[src/rtl/accel_pkg.sv]
// Shared types and register map for the accelerometer SPI sequencer.
// State encoding, device registers, config values and tx word packing.
package accel_pkg;

  typedef enum logic [3:0] {
    ST_BOOT      = 4'd0,
    ST_ID_ISSUE  = 4'd1,
    ST_ID_WAIT   = 4'd2,
    ST_CFG_ISSUE = 4'd3,
    ST_CFG_WAIT  = 4'd4,
    ST_POLL_WAIT = 4'd5,
    ST_RD_ISSUE  = 4'd6,
    ST_RD_WAIT   = 4'd7,
    ST_PUBLISH   = 4'd8
  } state_t;

  localparam logic [5:0] REG_DEVID       = 6'h00;
  localparam logic [5:0] REG_BW_RATE     = 6'h2C;
  localparam logic [5:0] REG_POWER_CTL   = 6'h2D;
  localparam logic [5:0] REG_DATA_FORMAT = 6'h31;
  localparam logic [5:0] REG_DATAX0      = 6'h32;

  localparam logic [7:0] VAL_DATA_FORMAT = 8'h0B;
  localparam logic [7:0] VAL_BW_RATE     = 8'h0A;
  localparam logic [7:0] VAL_POWER_CTL   = 8'h08;

  localparam logic [7:0] DEVID_EXPECTED  = 8'hE5;

  localparam logic [2:0] CFG_LAST = 3'd2;
  localparam logic [2:0] RD_LAST  = 3'd5;

  function automatic logic [15:0] tx_word(
    input logic       rd,
    input logic [5:0] addr,
    input logic [7:0] data
  );
    return {rd, 1'b0, addr, data};
  endfunction

endpackage

[src/rtl/accel_spi_sequencer.sv]
// Accelerometer SPI sequencer: ID check, three config writes,
// then periodic six-byte axis polls published as signed X/Y/Z.
module accel_spi_sequencer
  import accel_pkg::*;
#(
  parameter int SAMPLE_DIV   = 50000,
  parameter int DONE_TIMEOUT = 64
) (
  input  logic        spi_clk,
  input  logic        reset,
  input  logic        enable,
  output logic [15:0] tx_data,
  output logic        tx_start,
  input  logic        tx_done,
  input  logic [7:0]  rx_data,
  output logic [15:0] accel_x,
  output logic [15:0] accel_y,
  output logic [15:0] accel_z,
  output logic        sample_valid,
  output logic        init_done,
  output logic        id_error,
  output logic        timeout_error
);

  localparam int TW = $clog2(SAMPLE_DIV);
  localparam int CW = $clog2(DONE_TIMEOUT + 1);
  localparam logic [TW-1:0] T_LAST  = TW'(SAMPLE_DIV - 1);
  localparam logic [CW-1:0] TO_LAST = CW'(DONE_TIMEOUT - 1);

  state_t        state;
  logic [2:0]    idx;
  logic [TW-1:0] timer;
  logic [CW-1:0] to_cnt;
  logic [7:0]    rbuf [0:4];

  logic [5:0]    cfg_addr;
  logic [7:0]    cfg_val;
  logic          to_hit;

  assign to_hit = (to_cnt == TO_LAST);

  always_comb begin
    cfg_addr = REG_DATA_FORMAT;
    cfg_val  = VAL_DATA_FORMAT;
    case (idx)
      3'd1: begin
        cfg_addr = REG_BW_RATE;
        cfg_val  = VAL_BW_RATE;
      end
      3'd2: begin
        cfg_addr = REG_POWER_CTL;
        cfg_val  = VAL_POWER_CTL;
      end
      default: ;
    endcase
  end

  // Word stays stable from ISSUE through the matching WAIT.
  always_comb begin
    tx_data  = '0;
    tx_start = 1'b0;
    unique case (state)
      ST_ID_ISSUE, ST_ID_WAIT:
        tx_data = tx_word(1'b1, REG_DEVID, 8'h00);
      ST_CFG_ISSUE, ST_CFG_WAIT:
        tx_data = tx_word(1'b0, cfg_addr, cfg_val);
      ST_RD_ISSUE, ST_RD_WAIT:
        tx_data = tx_word(1'b1, REG_DATAX0 + {3'b000, idx}, 8'h00);
      default: ;
    endcase
    tx_start = enable &&
      (state == ST_ID_ISSUE || state == ST_CFG_ISSUE ||
       state == ST_RD_ISSUE);
  end

  always_ff @(posedge spi_clk) begin
    if (reset) begin
      state         <= ST_BOOT;
      idx           <= '0;
      timer         <= '0;
      to_cnt        <= '0;
      init_done     <= 1'b0;
      id_error      <= 1'b0;
      timeout_error <= 1'b0;
      sample_valid  <= 1'b0;
      accel_x       <= '0;
      accel_y       <= '0;
      accel_z       <= '0;
      for (int i = 0; i < 5; i++) rbuf[i] <= '0;
    end else begin
      timer        <= (timer == T_LAST) ? '0 : timer + 1'b1;
      sample_valid <= 1'b0;
      unique case (state)
        ST_BOOT: begin
          idx <= '0;
          if (enable) state <= ST_ID_ISSUE;
        end
        ST_ID_ISSUE: begin
          if (enable) begin
            state  <= ST_ID_WAIT;
            to_cnt <= CW'(1);
          end
        end
        ST_ID_WAIT: begin
          if (tx_done) begin
            id_error <= id_error | (rx_data != DEVID_EXPECTED);
            idx      <= '0;
            state    <= ST_CFG_ISSUE;
          end else if (to_hit) begin
            timeout_error <= 1'b1;
            state         <= ST_ID_ISSUE;
          end else begin
            to_cnt <= to_cnt + 1'b1;
          end
        end
        ST_CFG_ISSUE: begin
          if (enable) begin
            state  <= ST_CFG_WAIT;
            to_cnt <= CW'(1);
          end
        end
        ST_CFG_WAIT: begin
          if (tx_done) begin
            if (idx == CFG_LAST) begin
              init_done <= 1'b1;
              state     <= ST_POLL_WAIT;
            end else begin
              idx   <= idx + 1'b1;
              state <= ST_CFG_ISSUE;
            end
          end else if (to_hit) begin
            timeout_error <= 1'b1;
            idx           <= '0;
            state         <= ST_ID_ISSUE;
          end else begin
            to_cnt <= to_cnt + 1'b1;
          end
        end
        ST_POLL_WAIT: begin
          if (enable && timer == T_LAST) begin
            idx   <= '0;
            state <= ST_RD_ISSUE;
          end
        end
        ST_RD_ISSUE: begin
          if (enable) begin
            state  <= ST_RD_WAIT;
            to_cnt <= CW'(1);
          end
        end
        ST_RD_WAIT: begin
          if (tx_done) begin
            // Last byte bypasses the buffer so PUBLISH shows the sample.
            if (idx == RD_LAST) begin
              accel_x      <= {rbuf[1], rbuf[0]};
              accel_y      <= {rbuf[3], rbuf[2]};
              accel_z      <= {rx_data, rbuf[4]};
              sample_valid <= 1'b1;
              state        <= ST_PUBLISH;
            end else begin
              rbuf[idx] <= rx_data;
              idx       <= idx + 1'b1;
              state     <= ST_RD_ISSUE;
            end
          end else if (to_hit) begin
            timeout_error <= 1'b1;
            timer         <= '0;
            state         <= ST_POLL_WAIT;
          end else begin
            to_cnt <= to_cnt + 1'b1;
          end
        end
        ST_PUBLISH: begin
          timer <= '0;
          state <= ST_POLL_WAIT;
        end
        default: state <= ST_BOOT;
      endcase
    end
  end

endmodule

[config.mk]
export PLATFORM = sky130hd
export DESIGN_NAME = accel_spi_sequencer
export DESIGN_NICKNAME = d
export VERILOG_FILES = /design/src/rtl/accel_pkg.sv /design/src/rtl/accel_spi_sequencer.sv
export SDC_FILE = /design/constraint.sdc
export NUM_CORES = 1
export LEC_CHECK = 0
export BUFFER_PORTS_ARGS = -buffer_cell sky130_fd_sc_hd__buf_2
export CORE_ASPECT_RATIO = 1.4
export CORE_MARGIN = 5
export CORE_UTILIZATION = 55
export CTS_CLUSTER_SIZE = 12
export DETAILED_ROUTE_END_ITERATION = 10
export GPL_ROUTABILITY_DRIVEN = 0
export PLACE_DENSITY = 0.87
export SYNTH_ARGS = -nofsm -noshare
export SYNTH_HDL_FRONTEND = slang
export SYNTH_SLANG_ARGS = --single-unit
[constraint.sdc]
create_clock -name spi_clk -period 5.8 [get_ports spi_clk]
set_input_delay 1.45 -clock spi_clk [delete_from_list [all_inputs] [get_ports spi_clk]]
set_output_delay 1.45 -clock spi_clk [all_outputs]
set_load 0.01 [all_outputs]
==> After elaboration in Yosys (flattened, before gate mapping) <==
Memory sizes are Yosys's and may differ from the RTL's. A register that Yosys moved wholly into a read port is not among the register bits.
Cells that the tools add are included.
{ "op_classes": {"add_sub_neg": 4, "n_eq_ne": 28, "mux": 43, "bitwise_logic": 3, "reduce_logical": 21} }
{ "op_table": {"columns": ["op", "n"], "rows": [
  ["two-way mux 16 bit", 3],
  ["one-hot mux 16 bit (3 select lines)", 1],
  ["two-way mux 4 bit", 11],
  ["one-hot mux 4 bit (9 select lines)", 1],
  ["one-hot mux 16 bit (2 select lines)", 1],
  ["two-way mux 3 bit", 9],
  ["two-way mux 7 bit", 3],
  ["inequality test 2 bit, second input constant", 10],
  ["adder 16 x 1 -> 16 bit, second input constant", 1],
  ["== test 16 bit, second input constant", 1],
  ["== test 4 x 3 -> 1 bit, second input constant", 4],
  ["one-hot mux 3 bit (5 select lines)", 1],
  ["one-hot mux 7 bit (2 select lines)", 1],
  ["one-hot mux 5 bit (2 select lines)", 1],
  ["two-way mux 1 bit", 9],
  ["inequality test 3 bit, second input constant", 3],
  ["AND reduction 3 bit", 3],
  ["OR reduction 3 bit", 3],
  ["== test 4 x 2 -> 1 bit, second input constant", 2],
  ["two-way mux 8 bit", 1],
  ["inequality test 8 bit, second input constant", 1],
  ["OR reduction 8 bit", 1],
  ["adder 7 x 1 -> 7 bit, second input constant", 1],
  ["== test 7 x 6 -> 1 bit, second input constant", 1],
  ["21 further kinds", 26]
]} }
{ "totals": {"reg_bits": 50, "mem_bits_rw": 40, "in_bits": 12, "output_inout_bits": 69, "wordCells": 109, "memories": 1} }
{ "memory_table": {"columns": ["memory", "depth", "width", "rd", "rd_ports_with_merged_regs", "wr", "line_no", "rtl"], "rows": [
  ["rbuf", 5, 8, 5, 5, 5, "accel_spi_sequencer.sv:34", "logic [7:0] rbuf [0:4];"]
]} }

==> Logic depth before layout (Yosys ltp) <==
Gate-level depths: netlist (run 1).
{ "depth": {"ltp_word": 8, "mapped_depth": 9, "depth_no_buf": 7} }

==> Least setup slack after synthesis (run 1) <==
Ideal clock, no wire load.
{ "synth_timing": {"path_type": "input to output", "from": "in enable", "to": "out tx_start", "t_arrival_ns": 1.649, "required_time_ns": 4.350, "slack_ns": 2.701, "cell_stages": 1, "path_buffers": 0, "path_cell_list": "o211a_1"} }
{ "synth_between": {"elab_chain_cells": 1} }
{ "synth_lines": {"columns": ["item", "line_no", "rtl"], "rows": [
  ["from (decl)", "accel_spi_sequencer.sv:11", "input logic enable,"],
  ["logical AND 1 bit", "accel_spi_sequencer.sv:71", "tx_start = enable &&"],
  ["to (decl)", "accel_spi_sequencer.sv:13", "output logic tx_start,"]
]} }
No other way between the ends.

==> Worst setup path in the final report (run 1) <==
{ "layout_timing": {"from": "reg state[1]", "to": "out tx_data[10]"} }
{ "layout_between": {"elab_chain_cells": 3, "elab_cells_between_ends": 10, "cone_classes": "6 x eq/ne; 1 x mux; 3 x reduce/logical"} }
{ "layout_lines": {"columns": ["item", "line_no", "rtl"], "rows": [
  ["from (decl)", "accel_spi_sequencer.sv:30", "state_t state;"],
  ["from (signal assigned)", "accel_spi_sequencer.sv:78", "state <= ST_BOOT;"],
  ["from (signal assigned)", "accel_spi_sequencer.sv:96", "if (enable) state <= ST_ID_ISSUE;"],
  ["from (signal assigned)", "accel_spi_sequencer.sv:100", "state <= ST_ID_WAIT;"],
  ["== test 4 x 3 -> 1 bit, or another cell as far along", "accel_spi_sequencer.sv:62", "unique case (state)"],
  ["OR reduction 2 bit", "accel_spi_sequencer.sv:62", null],
  ["one-hot mux 16 bit (3 select lines) (*)", "accel_spi_sequencer.sv:62", null],
  ["to (decl)", "accel_spi_sequencer.sv:12", "output logic [15:0] tx_data,"]
]} }
Every way passes the cells marked *; elsewhere a longest branch is shown, timed or not.

==> reports/qor.csv, run 1 <==
metric;value;unit
Detail Route Antenna Nets;0;
vias in the first global route;4058;
FF-to-FF path depth;5;
Clock transition at path regs;50;ps
Post-Syn Instances;559;
EDFF count, synth;40;
Max-Cap Viols;0;
grt total ovfl;0;
Remaining DRCs;0;
outcome;completed;
Pwr per Cell Area;372;nW/um2
CP Class;reg -> out;
CTS tree;yes;
R2R setup slack;3300;ps
fin nets;641;
Die H;125;um
largest vdd supply drop;0.256;mV
Core Box Area;9410;um2
area of the mapped netlist;5230;um2
Synth cell types;59;
final setup vio count;0;
setup TNS;0;ps
CTS Root Cell;clkbuf_16;
startpoint types;flip-flop;
Antenna diodes;0;
CP Max Fanout;20;
DR pass1 iterations;6;
CP Data Arrival Time;2340;ps
Int Power;1700;uW
routed len/inst;15.6;um
CTS HTree Levels;4;
DR vias/cell;5.69;
post-CTS setup buffers;0;
Psw;591;uW
fmax;264;MHz
final hold violations;0;
IO Count;81;
min-delay src;timer[0];
via count;4224;
num rows;42;
Clock Skew;8.29;ps
Switching Share;25.7;%
largest net degree at the start of global routing;51;
HPWL Detailed;7.80;mm
Area Growth Syn to Fin;18.0;%
Reg-to-Reg End;rbuf[0][4];
Routed WL;11.6;mm
CTS Hold Bufs;0;
post-layout min period;3790;ps
Num CTS Buffers;17;
first-pass GRT wire length;19.2;mm
Worst setup endpoint;tx_data[10];
Hold Path Class;reg -> reg;
Synth Flop Type;dfxtp_1;
Starting Density;55.6;%
Mapped Avg Cell Area;9.35;um2
synth warn;0;
Worst setup EP type;primary output;
RSZ-0062 raised after global routing;no;
PortBufs;74;
Slew Limit Fails;0;
Slew HR;28.9;%
initial antenna violation count;0;
CTS Sinks;122;
final-layout fill cell count;742;
#FFs+latches synth;122;
proportion of power drawn by the clock network;44.0;%
Die X;92.4;um
Worst-Margin Slew;1060;ps
async set-reset flop share out of synthesis;0;%
worst setup path start;state[1];
Clock Tree Buf Depth;2;
die area;11600;um2
Resize count post-CTS;0;
Total GRT Usage;20.5;%
Worst EP required;4350;ps
Reg power frac;42.3;%
layout cells sized above 1;18.2;%
FF-to-FF Start;state[1];
initial drt markers;300;
post-synthesis sequential area ratio;54.4;%
Clock Latency Late Sink;400;ps
part of the cycle the worst path needs;65.3;%
Comb pwr share;13.7;%
total power;2290;uW
Leak;0.00256;uW
-- per-stage QoR --
stage | cells | hold slack, ps | area, um2 | util (%) | setup slack, ps
5_1_grt | 743 | 469 | 6170 | 65.6 | 1870
3_5_place_dp | 711 | 438 | 5600 | 59.5 | 2450
3_3_place_gp | 711 | 422 | 5600 | 59.5 | 2470
4_1_cts | 743 | 445 | 6170 | 65.6 | 2050
2_1_floorplan | 564 | 413 | 5250 | - | 2700
6_report | 743 | 440 | 6170 | 65.6 | 2010
-- sequential cells by signal, summed over array words and instances, names as in the netlist, 3 cells and up --
name,flops
accel_x,16
accel_y,16
accel_z,16
idx,3
rbuf,40
state,4
timer,16
to_cnt,7
-- metal layers --
metal  up-vias  routed length (um)  track usage (%)
li1       2033                   -                -
met1      1992                4560             23.9
met2       174                6070             35.1
met3        25                 760             5.83
met4         0                 231             8.75
met5         -                   0                0
-- placed cells by master, fill, tap and decap left out, drive strengths merged, types with 7 or more instances in the layout --
master  instances
nand2         109
dfxtp          82
buf            78
a21oi          57
nor2           46
edfxtp         40
and3           28
clkbuf         24
and2           19
xnor2          12
nor3           11
inv            10
nand4          10
ha              9
xor2            8
nand3           7
-- logic make-up (layout without fill, tap and decap cells) --
| kind of cell | Yosys count | after routing | synth area share [%] |
|---|---|---|---|
| muxes | 4 | 4 | 0.790 |
| and+or+nand+nor | 263 | 263 | 24.7 |
| AOI/OAI and AO/OA | 89 | 89 | 10.2 |
| other | 1 | 6 | 0.0717 |
| xor gates and xnor gates | 20 | 20 | 3.35 |
| buffers and inverters | 51 | 120 | 4.38 |
| adders and majority gates | 9 | 9 | 2.15 |
| DFF | 122 | 122 | 54.4 |
-- power groups by stage --
stage          registers (uW)  logic [uW]  clock network, uW
2_1_floorplan             942         273                  0
3_3_place_gp              980         300                  0
3_5_place_dp              986         309                  0
4_1_cts                   968         311               1020
5_1_grt                   976         346               1070
6_report                  970         313               1010
-- worst max-delay path: stages, from the launching register on --
cell	delay, ps
dfxtp_1	740
nand2_1	240
nor2_1	130
a21oi_1	40
or2_2	350
inv_1	140
a22o_1	150
buf_2	130
-- final cells by class --
type / instances / area (um2) / share of cell area (%)
clock inverters: 8 / 93.8 / 1.52
multi-input cells: 391 / 2180 / 35.3
clock buffers: 24 / 482 / 7.80
well taps: 110 / 138 / 2.23
repair buffers: 78 / 400 / 6.49
flip-flops and latches: 122 / 2840 / 46.1
inverters: 10 / 37.5 / 0.608
-- worst min-delay path by stage --
stage	end	slack, ps	depth (start not counted)
floorplan	timer[0]	410	1
global placement	timer[0]	420	1
detailed placement	timer[0]	440	1
CTS	timer[0]	450	1
global route	timer[0]	470	1
finish	timer[0]	440	1
-- synthesized netlist by cell type (5+ instances only) --
cell | instances | area (um2)
nand2_1 | 109 | 409
dfxtp_1 | 82 | 1640
a21oi_1 | 57 | 285
nor2_1 | 46 | 173
edfxtp_1 | 40 | 1200
and3_1 | 28 | 175
clkbuf_1 | 24 | 90.1
and2_1 | 19 | 119
xnor2_1 | 12 | 105
inv_1 | 10 | 37.5
nand4_1 | 10 | 62.6
nor3_1 | 10 | 50.1
buf_2 | 9 | 45.0
ha_1 | 9 | 113
xor2_1 | 8 | 70.1
buf_4 | 7 | 52.6
nand3_1 | 7 | 35.0
nor2b_1 | 6 | 37.5
o21ai_0 | 5 | 25.0
(Power assumes the default switching activity.)
==> run 2: changes to the inputs <==
==> constraint.sdc (replaced) <==
create_clock -name spi_clk -period 3.7 [get_ports spi_clk]
set_input_delay 0.925 -clock spi_clk [delete_from_list [all_inputs] [get_ports spi_clk]]
set_output_delay 0.925 -clock spi_clk [all_outputs]
set_load 0.01 [all_outputs]
==> run 2 against run 1 <==
Compared with the run above: hold slack lost 0.90 ps; die area unchanged; non-clock buffer count unchanged; wire length is 2.7% higher; critical path type unchanged; flip-flop and latch count unchanged; register-to-register slack worse by 2500 ps; clock power is 54% higher.
==> reports/qor.csv, run 2 (same netlist as run 1, synthesis figures left out) <==
metric;value;unit
outcome;completed;
routed len/inst;16.1;um
Max-Cap Viols;0;
crit-path cells;nand2_1 > nor2_1 > a21oi_1 > or2_2 > inv_1 > a22o_1 > buf_2;
Num CTS Buffers;17;
setup TNS;0;ps
Die X;92.4;um
Slowest-stage cell, CP;dfxtp_1;
CP Max Fanout;20;
DR pass1 iterations;5;
Total GRT Usage;21.2;%
Leak;0.00256;uW
part of the cycle the worst path needs;88.8;%
Resize count post-CTS;0;
Worst EP required;2770;ps
Switching Share;26.8;%
PortBufs;74;
CTS tree;yes;
grt total ovfl;0;
Worst setup EP type;primary output;
CTS Hold Bufs;0;
startpoint types;flip-flop;
Comb pwr share;14.1;%
total placed instance area;5600;um2
Reg power frac;42.4;%
met2 Resource Use GR;36.3;%
initial drt markers;278;
most flop-heavy register;rbuf;
post-route cell area;6160;um2
HPWL Detailed;7.98;mm
CP Data Arrival Time;2360;ps
Slew HR;27.9;%
most frequent cells in the layout;109 x nand2_1, 82 x dfxtp_1, 74 x buf_2;
Pwr per Cell Area;583;nW/um2
Worst Hold Path Cells;1;
fin nets;641;
CP Class;reg -> out;
CTS HTree Levels;4;
Worst-Margin Slew;1080;ps
DR vias/cell;5.68;
Detail Route Antenna Nets;0;
FF-to-FF path depth;4;
Int Power;2630;uW
Antenna diodes;0;
Routed WL;11.9;mm
crit path buf inv count;2;
Reg-to-Reg End;rbuf[0][1];
R2R setup slack;820;ps
Psw;962;uW
Starting Density;55.6;%
GRT met3 Usage;5.17;%
post-layout min period;3290;ps
layout cells sized above 1;17.9;%
final setup vio count;0;
final-layout fill cell count;721;
Clock transition at path regs;50;ps
Area Growth Syn to Fin;17.7;%
most common cell after layout, fill and taps aside;nand2_1;
first-pass GRT wire length;19.6;mm
via count;4223;
utilization after layout;65.4;%
Hold EP;timer[0];
vias in the first global route;4050;
CP peak stage delay;750;ps
family with the most delay on the worst path;flip-flops;
post-CTS setup buffers;0;
RSZ-0062 raised after global routing;no;
fmax;304;MHz
min-delay src;timer[0];
num rows;42;
Clock Latency Late Sink;410;ps
Die H;125;um
Clock Skew;7.99;ps
CTS Root Cell;clkbuf_16;
final hold violations;0;
Hold Path Class;reg -> reg;
CTS Sinks;122;
largest vdd supply drop;0.461;mV
met1 Usage GRT;24.3;%
largest net degree at the start of global routing;57;
GRT Max-Usage Layer;met2;
die area;11600;um2
Remaining DRCs;0;
Slew Limit Fails;0;
Clock Tree Buf Depth;2;
initial antenna violation count;0;
IO Count;81;
max reg flops;40;
proportion of power drawn by the clock network;43.5;%
FF-to-FF Start;state[1];
Core Box Area;9410;um2
[run 2: how the worst max path moves through the flow]
stage                         from     endpoint  slack [ps]  depth (start not counted)
after floorplan           state[1]  tx_data[10]        1350                          8
after global placement    state[1]  tx_data[11]         970                          7
after detailed placement  state[1]  tx_data[11]         880                          7
after CTS                 state[1]  tx_data[11]         440                          7
after global routing      state[1]  tx_data[11]         260                          7
final                     state[1]  tx_data[11]         410                          7
[run 2: final cells by class]
type,count,area (um2),area share [%]
clock inverters,8,65.1,1.06
repair buffers,78,400,6.50
multi-input cells,391,2180,35.4
well taps,110,138,2.24
flip-flops and latches,122,2840,46.2
clock buffers,24,494,8.03
inverters,10,37.5,0.610
[run 2: power by group through the flow]
stage	sequential, uW	combinational, uW	clock (uW)
CTS	1520	498	1570
global route	1530	552	1640
finish	1520	504	1560
global placement	1540	475	0
detailed placement	1550	494	0
floorplan	1480	429	0
[run 2: stage by stage]
stage	instances	total power (uW)	hold WS, ps	worst slack [ps]
2_1_floorplan	564	1910	413	1350
3_3_place_gp	711	2010	422	973
3_5_place_dp	711	2040	433	882
4_1_cts	743	3580	443	440
5_1_grt	743	3720	461	263
6_report	743	3590	439	413
[run 2: metal layers]
layer,part of all wire [%],up-vias
met1,38,1987
met3,6.7,31
li1,-,2033
met4,2.6,0
met5,0,-
met2,52,172
[run 2: worst reg2reg max path: stages, from the launching register on]
cell and delay [ps]:
dfxtp_1 750, and4b_1 460, nand3_1 200, nor3_2 740, a21o_1 410
